`src/rtl/uart_pkg.sv`:
```
// Shared types and helpers for the UART transmit arbiter: FSM state encoding,
// the default header tag and the header byte constructor.
package uart_pkg;

    typedef enum logic [1:0] {
        ARB_IDLE,
        ARB_HEADER,
        ARB_STREAM
    } arb_state_t;

    localparam logic [3:0] UART_HDR_TAG_DEFAULT = 4'hA;

    // Header byte layout seen by the host: tag in the upper nibble, requester id below.
    function automatic logic [7:0] hdr_byte(input logic [3:0] tag, input logic [3:0] id);
        return {tag, id};
    endfunction

endpackage

```
`src/rtl/rr_pick.sv`:
```
// Combinational round-robin picker: returns the first set request bit at or
// after ptr_i, wrapping cyclically, using a doubled request vector.
module rr_pick #(
    parameter int N = 4,
    localparam int IW = $clog2(N)
) (
    input  logic [N-1:0]  req_i,
    input  logic [IW-1:0] ptr_i,
    output logic          found_o,
    output logic [IW-1:0] idx_o
);

    logic [2*N-1:0] doubled;
    logic [N-1:0]   window;
    logic [IW:0]    sum;

    // Bit k of the window is request (ptr_i + k) mod N, so the lowest set bit wins.
    assign doubled = {req_i, req_i};
    assign window  = doubled[ptr_i +: N];

    always_comb begin
        found_o = 1'b0;
        sum     = '0;
        idx_o   = '0;
        for (int i = N - 1; i >= 0; i--) begin
            if (window[i]) begin
                found_o = 1'b1;
                sum     = {1'b0, ptr_i} + (IW + 1)'(i);
            end
        end
        if (sum >= (IW + 1)'(N)) begin
            sum = sum - (IW + 1)'(N);
        end
        idx_o = sum[IW-1:0];
    end

endmodule

```
`src/rtl/uart_tx_arbiter.sv`:
```
// Round-robin, packet-granular arbiter sharing one UART transmit FIFO among
// NUM_REQ byte streams; each packet is prefixed with a {tag, id} header byte.
module uart_tx_arbiter
    import uart_pkg::*;
#(
    parameter int         NUM_REQ = 4,
    parameter logic [3:0] HDR_TAG = UART_HDR_TAG_DEFAULT,
    localparam int        ID_W    = $clog2(NUM_REQ)
) (
    input  logic                 clk,
    input  logic                 rst,
    input  logic [NUM_REQ-1:0]   req_valid_i,
    input  logic [NUM_REQ*8-1:0] req_data_i,
    input  logic [NUM_REQ-1:0]   req_last_i,
    output logic [NUM_REQ-1:0]   req_ready_o,
    output logic [7:0]           uart_data_o,
    output logic                 uart_wr_en_o,
    input  logic                 uart_fifo_full_i,
    output logic                 busy_o,
    output logic [ID_W-1:0]      grant_o
);

    arb_state_t      state_q, state_d;
    logic [ID_W-1:0] grant_q, grant_d;
    logic [ID_W-1:0] rr_ptr_q, rr_ptr_d;

    logic            pick_found;
    logic [ID_W-1:0] pick_idx;

    logic [7:0]      req_byte [NUM_REQ];
    logic            sel_valid;
    logic            sel_last;
    logic [7:0]      sel_data;
    logic            xfer;

    rr_pick #(
        .N (NUM_REQ)
    ) u_rr_pick (
        .req_i   (req_valid_i),
        .ptr_i   (rr_ptr_q),
        .found_o (pick_found),
        .idx_o   (pick_idx)
    );

    // Only the granted requester sees ready, and only while the FIFO has room.
    generate
        for (genvar gi = 0; gi < NUM_REQ; gi++) begin : g_req
            assign req_byte[gi]    = req_data_i[8*gi +: 8];
            assign req_ready_o[gi] = (state_q == ARB_STREAM) && (grant_q == ID_W'(gi))
                                     && !uart_fifo_full_i;
        end
    endgenerate

    assign sel_valid = req_valid_i[grant_q];
    assign sel_last  = req_last_i[grant_q];
    assign sel_data  = req_byte[grant_q];
    assign xfer      = (state_q == ARB_STREAM) && sel_valid && !uart_fifo_full_i;

    assign busy_o  = (state_q != ARB_IDLE);
    assign grant_o = grant_q;

    always_comb begin
        state_d      = state_q;
        grant_d      = grant_q;
        rr_ptr_d     = rr_ptr_q;
        uart_wr_en_o = 1'b0;
        uart_data_o  = '0;
        case (state_q)
            ARB_IDLE: begin
                if (pick_found) begin
                    grant_d = pick_idx;
                    state_d = ARB_HEADER;
                end
            end
            ARB_HEADER: begin
                if (!uart_fifo_full_i) begin
                    uart_wr_en_o = 1'b1;
                    uart_data_o  = hdr_byte(HDR_TAG, 4'(grant_q));
                    state_d      = ARB_STREAM;
                end
            end
            ARB_STREAM: begin
                // Grant is held through valid gaps; only the last byte releases it.
                uart_data_o  = sel_data;
                uart_wr_en_o = sel_valid && !uart_fifo_full_i;
                if (xfer && sel_last) begin
                    state_d  = ARB_IDLE;
                    rr_ptr_d = (grant_q == ID_W'(NUM_REQ - 1)) ? '0 : grant_q + ID_W'(1);
                end
            end
            default: begin
                state_d = ARB_IDLE;
            end
        endcase
    end

    always_ff @(posedge clk) begin
        if (rst) begin
            state_q  <= ARB_IDLE;
            grant_q  <= '0;
            rr_ptr_q <= '0;
        end else begin
            state_q  <= state_d;
            grant_q  <= grant_d;
            rr_ptr_q <= rr_ptr_d;
        end
    end

endmodule
```
`config.mk`:
```
export PLATFORM = sky130hd
export DESIGN_NAME = uart_tx_arbiter
export DESIGN_NICKNAME = d
export VERILOG_FILES = /design/src/rtl/uart_pkg.sv /design/src/rtl/rr_pick.sv /design/src/rtl/uart_tx_arbiter.sv
export SDC_FILE = /design/constraint.sdc
export NUM_CORES = 1
export LEC_CHECK = 0
export ABC_AREA = 1
export CAP_MARGIN = 20
export CORE_MARGIN = 2
export CORE_UTILIZATION = 42
export DETAILED_ROUTE_END_ITERATION = 16
export PLACE_DENSITY = 0.95
export SLEW_MARGIN = 30
export SYNTH_ARGS = -nofsm -noshare
export SYNTH_HDL_FRONTEND = slang
export SYNTH_SLANG_ARGS = --single-unit
```
`constraint.sdc`:
```
create_clock -name clk -period 3.8 [get_ports clk]
set_clock_uncertainty 0.2 [all_clocks]
set_input_delay 0.76 -clock clk [delete_from_list [all_inputs] [get_ports clk]]
set_output_delay 0.76 -clock clk [all_outputs]
set_load 0.05 [all_outputs]
```
# Word level (Yosys, flattened, before mapping)
# Cells that the tools add are included.
# W data, S select, Z words.
# classes
n_lt_le_gt_ge,3
shift,1
n_bitwise,1
n_eq_ne,8
n_mux,25
n_reduce_logical,19
addsub,5
# ops
cell,n
$mux W8,3
$bmux W8 S2,1
$pmux W8 S2,1
$logic_and A1 B1 Y1,12
$mux W3,4
$mux W2,5
$shiftx A8 B3 Y4,1
$mux W1,7
$add A2 B2 Y3 const B,2
$eq A2 B2 Y1 const B,3
$ge A3 B3 Y1 const B,2
$pmux W2 S3,1
$bmux W1 S2,2
$eq A2 B1 Y1 const B,2
$logic_not A2 Y1,2
$ne A2 B2 Y1 const B,2
$reduce_and A2 Y1,2
$add A2 B1 Y3 const B,1
$lt A2 B3 Y1 const B,1
$not A2 Y3,1
$reduce_and A3 Y1,1
$add A2 B1 Y2 const B,1
$ne A2 B1 Y1 const B,1
$pmux W1 S2,1
other kinds (3),3
# word_totals
reg_bits,6
elab_cells,65
in_bits,43

# Longest topological paths before layout
# Gate-level depths: netlist of the first run.
# depth
ltp_word,7
depth_mapped,11
mapped_depth_nobuf,10

# By module
# A second synthesis of the first run with hierarchy kept.
# hier_totals
cells_unflattened,197
hier_area_um2,1106.1
# by_module_without_submodules
module,area_per_inst_um2,instances,cells_each
uart_tx_arbiter,863.3,1,151
rr_pick,242.7,1,46

# Worst setup path before layout of the first run
# OpenSTA, ideal clock, no wires.
# synth_timing
path_type,reg2out
startpoint,register grant_q[0] (netlist: grant_o[0])
endpoint,output port uart_data_o[4]
t_required_ps,2840
path_stages_with_launch,7
path_buffers,2
slack_ps,716
arrival_time_ps,2124
cell_sequence,dfxtp_1 -> buf_4 -> buf_4 -> nor2_1 -> nor2_1 -> o21ai_0 -> a21oi_1
# synth_between
elab_chain_cells,5
# synth_lines
item,line,source
"start, declared",uart_tx_arbiter.sv:24,"logic [ID_W-1:0] grant_q, grant_d;"
"start signal, assigned",uart_tx_arbiter.sv:104,grant_q <= grant_d;
$not A2 Y3 (implied by the code),uart_tx_arbiter.sv:56,assign sel_data = req_byte[grant_q];
$bmux W8 S2,uart_tx_arbiter.sv:56,
$mux W8 (implied by the code) (2 in series),uart_tx_arbiter.sv:56,
$pmux W8 S2,uart_tx_arbiter.sv:68,case (state_q)
"end, declared",uart_tx_arbiter.sv:16,"output logic [7:0] uart_data_o,"
# Every way passes these cells. The select of a mux whose other input is x is not followed.

# Worst setup path in the final report of the first run
# layout_timing
startpoint,input port req_data_i[20]
endpoint,output port uart_data_o[4]
# layout_between
elab_chain_cells,4
# layout_lines
item,line,source
"start, declared",uart_tx_arbiter.sv:13,"input logic [NUM_REQ*8-1:0] req_data_i,"
$bmux W8 S2,uart_tx_arbiter.sv:56,
$mux W8 (implied by the code) (2 in series),uart_tx_arbiter.sv:56,
$pmux W8 S2,uart_tx_arbiter.sv:68,
# Every way passes these cells. The select of a mux whose other input is x is not followed.

==> results of run 1 <==
## cell usage after synthesis, drive strengths merged
cell type | number | share of area [%]
nand2 | 52 | 22
o211ai | 1 | 0.70
o22ai | 4 | 2.3
a21oi | 14 | 7.6
nand3 | 13 | 8.6
inv | 23 | 8.3
xnor2 | 1 | 0.82
clkbuf | 1 | 0.70
buf | 8 | 5.4
ha | 7 | 8.2
nor2 | 34 | 12
o21ai | 21 | 11
dfxtp | 6 | 11
a21boi | 1 | 0.70
a211oi | 1 | 0.70
## logic make-up after synthesis
logic type,count (synthesis),share of synthesized area (%)
flip-flops,6,11.2
adder cells (fa/ha/maj),7,8.17
XOR/XNOR,1,0.817
AO/OA/AOI/OAI,42,22.5
buffers and inverters,32,14.4
AND/OR/NAND/NOR,99,42.9
## path summary, 6_finish.rpt
kind	from	endpoint	slack, ns	cells past startpoint
worst max-delay path	req_data_i[20]	uart_data_o[4]	0.44	6
worst min-delay path	state_q[1]$_SDFFE_PP0P_	state_q[1]$_SDFFE_PP0P_	0.29	2
worst max register to register	state_q[0]$_SDFFE_PP0P_	state_q[1]$_SDFFE_PP0P_	1.98	9
worst min register to register	state_q[1]$_SDFFE_PP0P_	state_q[1]$_SDFFE_PP0P_	0.29	2
## power by group through the flow
stage / logic [mW] / registers (mW) / clock network, mW
floorplan: 0.173 / 0.0884 / 0
global placement: 0.270 / 0.0775 / 0
detailed placement: 0.275 / 0.0779 / 0
CTS: 0.278 / 0.0768 / 0.0603
global route: 0.305 / 0.0779 / 0.0648
finish: 0.276 / 0.0769 / 0.0599
## sequential cells by signal, indices dropped and copies added (netlist names)
signal    flops
rr_ptr_q      2
state_q       2
grant_o       2
## per-stage QoR
step	util [%]	worst slack [ns]	power, mW
final	67.2	0.439	0.413
after global routing	67.2	0.307	0.448
after CTS	67.2	0.436	0.415
after detailed placement	66.3	0.435	0.353
after global placement	66.3	0.471	0.347
after floorplan	-	0.716	0.261
## cell usage in the layout, fill, tap and decap left out, drive strengths merged, types with 6 or more instances in the layout
master         netlist  routed
dfxtp                6       6
ha                   7       7
a21oi               14      14
clkdlybuf4s50        0      53
buf                  8       7
nand3               13      13
inv                 23      23
o21ai               21      21
nand2               52      52
nor2                34      34
## final cells by class
type,count,area (um2)
inverter,23,88.8
tap,30,37.5
multi-input combinational,149,798
sequential,6,120
fill,215,805
clock buffer,3,22.5
timing repair buffer,60,583
## per-layer routing
metal  part of all wire, %  wire [um]
met4                  0.45         14
met2                    48       1470
met1                    43       1340
met3                   8.4        258
met5                     0          0
## critical path, cell delays in order
cell and delay [ns]:
clkdlybuf4s50_1 0.46, nor2_1 0.04, nor2_1 0.08, o21ai_0 0.09, a21oi_1 0.14, clkdlybuf4s50_1 0.82
==> metrics.md, run 1 <==
| Metric | Value |
|---|---|
| Synth Cell Area | `0.00107 mm2` |
| Pwr Density | `250 mW/mm2` |
| Sw power | `195 uW` |
| Area growth syn-to-layout | `53.9%` |
| Initial DRC count | `21` |
| Root Driver | `clkbuf_4` |
| Hold slack | `0.294 ns` |
| Height of the chip | `54.5 um` |
| Top Usage Layer GRT | `met2` |
| Setup Buffers After CTS | `0` |
| CORE AREA | `0.00245 mm2` |
| Pint | `218 uW` |
| Clk pwr share | `14.5%` |
| Peak VDD IR | `236 uV` |
| Clock Pin Slew Worst Setup and Hold Paths | `0.04 ns` |
| FF+latch count, synth | `6` |
| Register area share after synthesis | `11.2%` |
| Cells after DPL | `268` |
| Via density | `4.97` |
| # hold bufs at CTS | `0` |
| Final ANT Viol Nets | `0` |
| Final setup violation count | `0` |
| Syn nets | `237` |
| Max-cap viol count | `0` |
| Comb pwr share | `66.9%` |
| Switch share | `47.3%` |
| DR vias | `1346` |
| Slew Limit Headroom | `64.7%` |
| CP endpoint kind | `output port` |
| Clock Latency Late Sink | `0.25 ns` |
| Syn Inst Count | `187` |
| Syn_area_per_cell | `5.73 um2` |
| Vias in the first global route | `1124` |
| Data arrival, critical path | `2.40 ns` |
| Total GRT Usage | `20.7%` |
| Die Wd | `54.5 um` |
| Setup TNS Final | `0 ns` |
| CTS sink cnt | `6` |
| RSZ-0062 raised after global routing | `false` |
| Slew Limit Fails | `0` |
| CTS tree | `done` |
| M3 GR Usage | `5.74%` |
| Die ar. | `0.00297 mm2` |
| TritonCTS Buffers | `3` |
| FP Rows | `18` |
| Drt pass-1 iters | `4` |
| Synth Warn # | `0` |
| CTS Buffer Depth | `2` |
| M1 GR Usage | `25.2%` |
| First-pass GRT wire length | `4600 um` |
| Routed WL | `3080 um` |
| Total gr overflow | `0` |
| Outcome | `complete, no violations` |
| Crit path kind | `input pin to output port` |
| I/O Buffers | `58` |
| Fin cells | `271` |
| Worst path required time | `2.84 ns` |
| Tcrit/Tclk final | `88.4%` |
| Routability congestion estimate | `0.844` |
| Largest net degree at the start of global routing | `24` |
| Hold crit path type | `flop to flop` |
| Initial Utilization | `43.7%` |
| DP Area | `0.00163 mm2` |
| Pleak | `0.736 nW` |
| Met2 usage | `36.3%` |
| CTS resizes | `0` |
| Antenna violations before repair | `0` |
| Nets | `293` |
| HPWL Detailed | `2410 um` |
| CP Launch Type | `input pin` |
| Routed wire per std cell | `11.4 um` |
| Max frequency | `0.298 GHz` |
| Finished Cell Area | `0.00165 mm2` |
| Slew @ Worst Pin | `0.527 ns` |
| Drt drc | `0` |
| ANT cells | `0` |
| IO Count | `59` |
| Sequential power share | `18.6%` |
| Post-synthesis cell type count | `27` |
| Layout cells sized above 1 | `13.7%` |
| Final Hold Viols | `0` |
| Min cycle time layout | `3.36 ns` |
| H-tree depth | `1` |
| Crit Path Max Fanout | `1` |
(Power assumes the default switching activity.)
==> run 2: changes to the inputs <==
--- a/config.mk
+++ b/config.mk
@@ -10,7 +10,7 @@
 export CORE_MARGIN = 2
 export CORE_UTILIZATION = 42
 export DETAILED_ROUTE_END_ITERATION = 16
-export PLACE_DENSITY = 0.95
+export PLACE_DENSITY = 0.88
 export SLEW_MARGIN = 30
 export SYNTH_ARGS = -nofsm -noshare
 export SYNTH_HDL_FRONTEND = slang
==> metrics.md, run 2 (synthesis gave the netlist of run 1 again) <==
| Metric | Value |
|---|---|
| Max frequency | `0.297 GHz` |
| Die Wd | `54.5 um` |
| Met2 usage | `36.3%` |
| CTS Buffer Depth | `2` |
| TritonCTS Buffers | `3` |
| Outcome | `complete, no violations` |
| Crit path kind | `input pin to output port` |
| CTS resizes | `0` |
| Cells after DPL | `268` |
| Max-cap viol count | `0` |
| Clock Latency Late Sink | `0.25 ns` |
| CORE AREA | `0.00245 mm2` |
| Drt pass-1 iters | `4` |
| Drt drc | `0` |
| Pwr Density | `247 mW/mm2` |
| Initial DRC count | `31` |
| M3 GR Usage | `6.28%` |
| Die ar. | `0.00297 mm2` |
| Tcrit/Tclk final | `88.6%` |
| CP endpoint kind | `output port` |
| R2R setup slack | `1.99 ns` |
| Initial Utilization | `43.7%` |
| DP Area | `0.00163 mm2` |
| Pleak | `0.736 nW` |
| Top Usage Layer GRT | `met2` |
| Root Driver | `clkbuf_4` |
| Setup TNS Final | `0 ns` |
| Most common cell after layout, fill and taps aside | `clkdlybuf4s50_1` |
| FP Rows | `18` |
| Slew Limit Headroom | `65.5%` |
| Worst slack, placed | `0.439 ns` |
| Routed WL | `3000 um` |
| Crit Path Max Fanout | `1` |
| Slew Limit Fails | `0` |
| I/O Buffers | `58` |
| Clock Pin Slew Worst Setup and Hold Paths | `0.04 ns` |
| Area growth syn-to-layout | `53.9%` |
| Final setup violation count | `0` |
| CTS tree | `done` |
| Fin cells | `271` |
| # hold bufs at CTS | `0` |
| Largest net degree at the start of global routing | `26` |
| Total gr overflow | `0` |
| Fin util | `67.2%` |
| IO Count | `59` |
| H-tree depth | `1` |
| Height of the chip | `54.5 um` |
| Post-layout power | `408 uW` |
| Setup Buffers After CTS | `0` |
| Routed wire per std cell | `11.1 um` |
| Slew @ Worst Pin | `0.516 ns` |
| Via density | `4.83` |
| Min cycle time layout | `3.37 ns` |
| DR vias | `1309` |
| Total GRT Usage | `20.3%` |
| Antenna violations before repair | `0` |
| Vias in the first global route | `1115` |
| CP Launch Type | `input pin` |
| First-pass GRT wire length | `4510 um` |
| Commonest non-fill, non-tap cells in the layout | `clkdlybuf4s50_1, nand2_1, nor2_1` |
| Data arrival, critical path | `2.41 ns` |
| Finished Cell Area | `0.00165 mm2` |
| Hold crit path type | `flop to flop` |
| M1 GR Usage | `24.3%` |
| Worst path required time | `2.84 ns` |
| Routability congestion estimate | `0.825` |
| Setup WS post-layout | `0.432 ns` |
| Layout cells sized above 1 | `13.7%` |
| RSZ-0062 raised after global routing | `false` |
| Hold slack | `0.292 ns` |
| ANT cells | `0` |
| Peak VDD IR | `244 uV` |
| Final ANT Viol Nets | `0` |
| Final Hold Viols | `0` |
| CTS sink cnt | `6` |
| Nets | `293` |
| HPWL Detailed | `2370 um` |
run 2: cell counts in the layout (fill, tap and decap cells not counted):
Identical to the previous run, type by type.
run 2: per-layer routing:
metal / wire length [um] / part of all wire, % / vias up
met5: 0 / 0 / -
met4: 11 / 0.37 / 0
met3: 253 / 8.4 / 2
met2: 1370 / 46 / 39
met1: 1360 / 45 / 565
li1: - / - / 703
run 2: layout make-up:
cell class	count	area [um2]
inverter	23	88.8
tap	30	37.5
timing repair buffer	60	583
fill	231	805
clock buffer	3	22.5
sequential	6	120
multi-input combinational	149	798
run 2: worst paths after layout:
kind                            from                      end  cells past startpoint
max reg2reg  state_q[0]$_SDFFE_PP0P_  state_q[1]$_SDFFE_PP0P_                      9
min          state_q[1]$_SDFFE_PP0P_  state_q[1]$_SDFFE_PP0P_                      2
min reg2reg  state_q[1]$_SDFFE_PP0P_  state_q[1]$_SDFFE_PP0P_                      2
max                    req_data_i[2]           uart_data_o[2]                      6
run 2: where the power goes:
part	total (mW)	switching [mW]	internal (mW)
clock network	0.0584	0.0227	0.0357
registers	0.0746	0.00450	0.0701
logic	0.275	0.164	0.112
total	0.408	0.191	0.218
run 2: worst max-delay path: stages:
cell,delay [ns]
clkdlybuf4s50_1,0.46
nor2_1,0.04
nor2_1,0.08
o21ai_0,0.09
a21oi_1,0.16
clkdlybuf4s50_1,0.82
==> run 3: changes to the inputs <==
--- a/config.mk
+++ b/config.mk
@@ -6,9 +6,10 @@
 export NUM_CORES = 1
 export LEC_CHECK = 0
 export ABC_AREA = 1
+export ABC_CLOCK_PERIOD_IN_PS = 3800
 export CAP_MARGIN = 20
-export CORE_MARGIN = 2
 export CORE_UTILIZATION = 42
+export CTS_CLUSTER_DIAMETER = 120
 export DETAILED_ROUTE_END_ITERATION = 16
 export PLACE_DENSITY = 0.88
 export SLEW_MARGIN = 30
==> metrics.md, run 3 (synthesis gave the netlist of run 1 again) <==
| Metric | Value |
|---|---|
| Outcome | `complete, no violations` |
| Total GRT Usage | `22.0%` |
| Pwr Density | `249 mW/mm2` |
| I/O Buffers | `58` |
| RSZ-0062 raised after global routing | `false` |
| TritonCTS Buffers | `3` |
| Routed wire per std cell | `11.2 um` |
| # hold bufs at CTS | `0` |
| Fillcell total | `209` |
| CTS sink cnt | `6` |
| CTS resizes | `0` |
| Via density | `4.90` |
| Min cycle time layout | `3.36 ns` |
| Comb pwr share | `67.2%` |
| Fin cells | `269` |
| HPWL Detailed | `2310 um` |
| Die ar. | `0.00276 mm2` |
| Sequential power share | `18.2%` |
| CTS tree | `done` |
| Initial Utilization | `46.2%` |
| Final setup violation count | `0` |
| Routed WL | `3020 um` |
| Max frequency | `0.297 GHz` |
| M1 GR Usage | `28.4%` |
| H-tree depth | `1` |
| Data arrival, critical path | `2.40 ns` |
| Worst path required time | `2.84 ns` |
| Commonest non-fill, non-tap cells in the layout | `clkdlybuf4s50_1, nand2_1, nor2_1` |
| Clock Pin Slew Worst Setup and Hold Paths | `0.04 ns` |
| Setup TNS Final | `0 ns` |
| CP Launch Type | `input pin` |
| Initial DRC count | `26` |
| Peak VDD IR | `253 uV` |
| Setup Buffers After CTS | `0` |
| Largest net degree at the start of global routing | `26` |
| Reg area | `120 um2` |
| DR vias | `1318` |
| Crit Path Max Fanout | `1` |
| Final ANT Viol Nets | `0` |
| Sw power | `193 uW` |
| Multi-input gate area | `798 um2` |
| CP endpoint kind | `output port` |
| DP Area | `0.00163 mm2` |
| Slew Limit Headroom | `64.6%` |
| Slew @ Worst Pin | `0.530 ns` |
| Nets | `293` |
| Finished Cell Area | `0.00165 mm2` |
| Hold crit path type | `flop to flop` |
| Drt drc | `0` |
| FP Rows | `17` |
| First-pass GRT wire length | `4620 um` |
| Die Wd | `52.5 um` |
| Clock Latency Late Sink | `0.25 ns` |
| Cells after DPL | `266` |
| Crit path kind | `input pin to output port` |
| Final Hold Viols | `0` |
| Met2 usage | `37.1%` |
| ANT cells | `0` |
| Pleak | `0.736 nW` |
| Routability congestion estimate | `0.799` |
| Clk pwr share | `14.6%` |
| Top Usage Layer GRT | `met2` |
| Tcrit/Tclk final | `88.5%` |
| Pint | `217 uW` |
| Max-cap viol count | `0` |
| Vias in the first global route | `1101` |
| CTS Buffer Depth | `2` |
| Total gr overflow | `0` |
| Most common cell after layout, fill and taps aside | `clkdlybuf4s50_1` |
| Drt pass-1 iters | `4` |
| IO Count | `59` |
| CORE AREA | `0.00232 mm2` |
| Slew Limit Fails | `0` |
| Layout cells sized above 1 | `13.7%` |
| Area growth syn-to-layout | `53.7%` |
| Height of the chip | `52.5 um` |
| Root Driver | `clkbuf_4` |
| Antenna violations before repair | `0` |
| Switch share | `47.0%` |
| M3 GR Usage | `4.35%` |
[run 3: cell counts in the layout (fill, tap and decap cells not counted)]
No cell type changed its count.
[run 3: metal layers]
metal  up-vias  part of all wire [%]
met1       570                    47
met4         0                  0.33
met5         -                     0
met2        39                    46
met3         2                   7.3
li1        707                     -
[run 3: final timing paths]
| kind | startpoint | endpoint | slack (ns) | depth (start not counted) |
|---|---|---|---|---|
| max | req_data_i[3] | uart_data_o[3] | 0.44 | 6 |
| min reg2reg | state_q[1]$_SDFFE_PP0P_ | state_q[1]$_SDFFE_PP0P_ | 0.29 | 2 |
| min | state_q[1]$_SDFFE_PP0P_ | state_q[1]$_SDFFE_PP0P_ | 0.29 | 2 |
| max reg2reg | state_q[0]$_SDFFE_PP0P_ | state_q[1]$_SDFFE_PP0P_ | 1.96 | 9 |
[run 3: power by group through the flow]
stage	clock network (mW)	logic [mW]	registers, mW
floorplan	0	0.173	0.0884
global placement	0	0.273	0.0753
detailed placement	0	0.275	0.0755
CTS	0.0627	0.277	0.0746
global route	0.0657	0.304	0.0756
finish	0.0599	0.275	0.0748
[run 3: area by class of cell]
class,instances,share of cell area [%]
Clock buffer,3,1.37
Inverter,23,5.39
Multi-Input combinational cell,149,48.4
Sequential cell,6,7.29
Tap cell,28,2.13
Timing Repair Buffer,60,35.4
[run 3: critical path, stage by stage]
cell	delay, ns
clkdlybuf4s50_1	0.45
nor2_1	0.04
nor2_1	0.08
o21ai_0	0.09
a21oi_1	0.16
clkdlybuf4s50_1	0.82
[run 3: through the flow]
step	total power, mW	util (%)	setup WS [ns]	hold slack [ns]
after floorplan	0.261	-	0.716	0.259
after detailed placement	0.351	70.1	0.444	0.280
after global routing	0.445	71.1	0.284	0.302
after CTS	0.414	71.1	0.442	0.287
after global placement	0.349	70.1	0.449	0.283
final	0.410	71.1	0.438	0.288
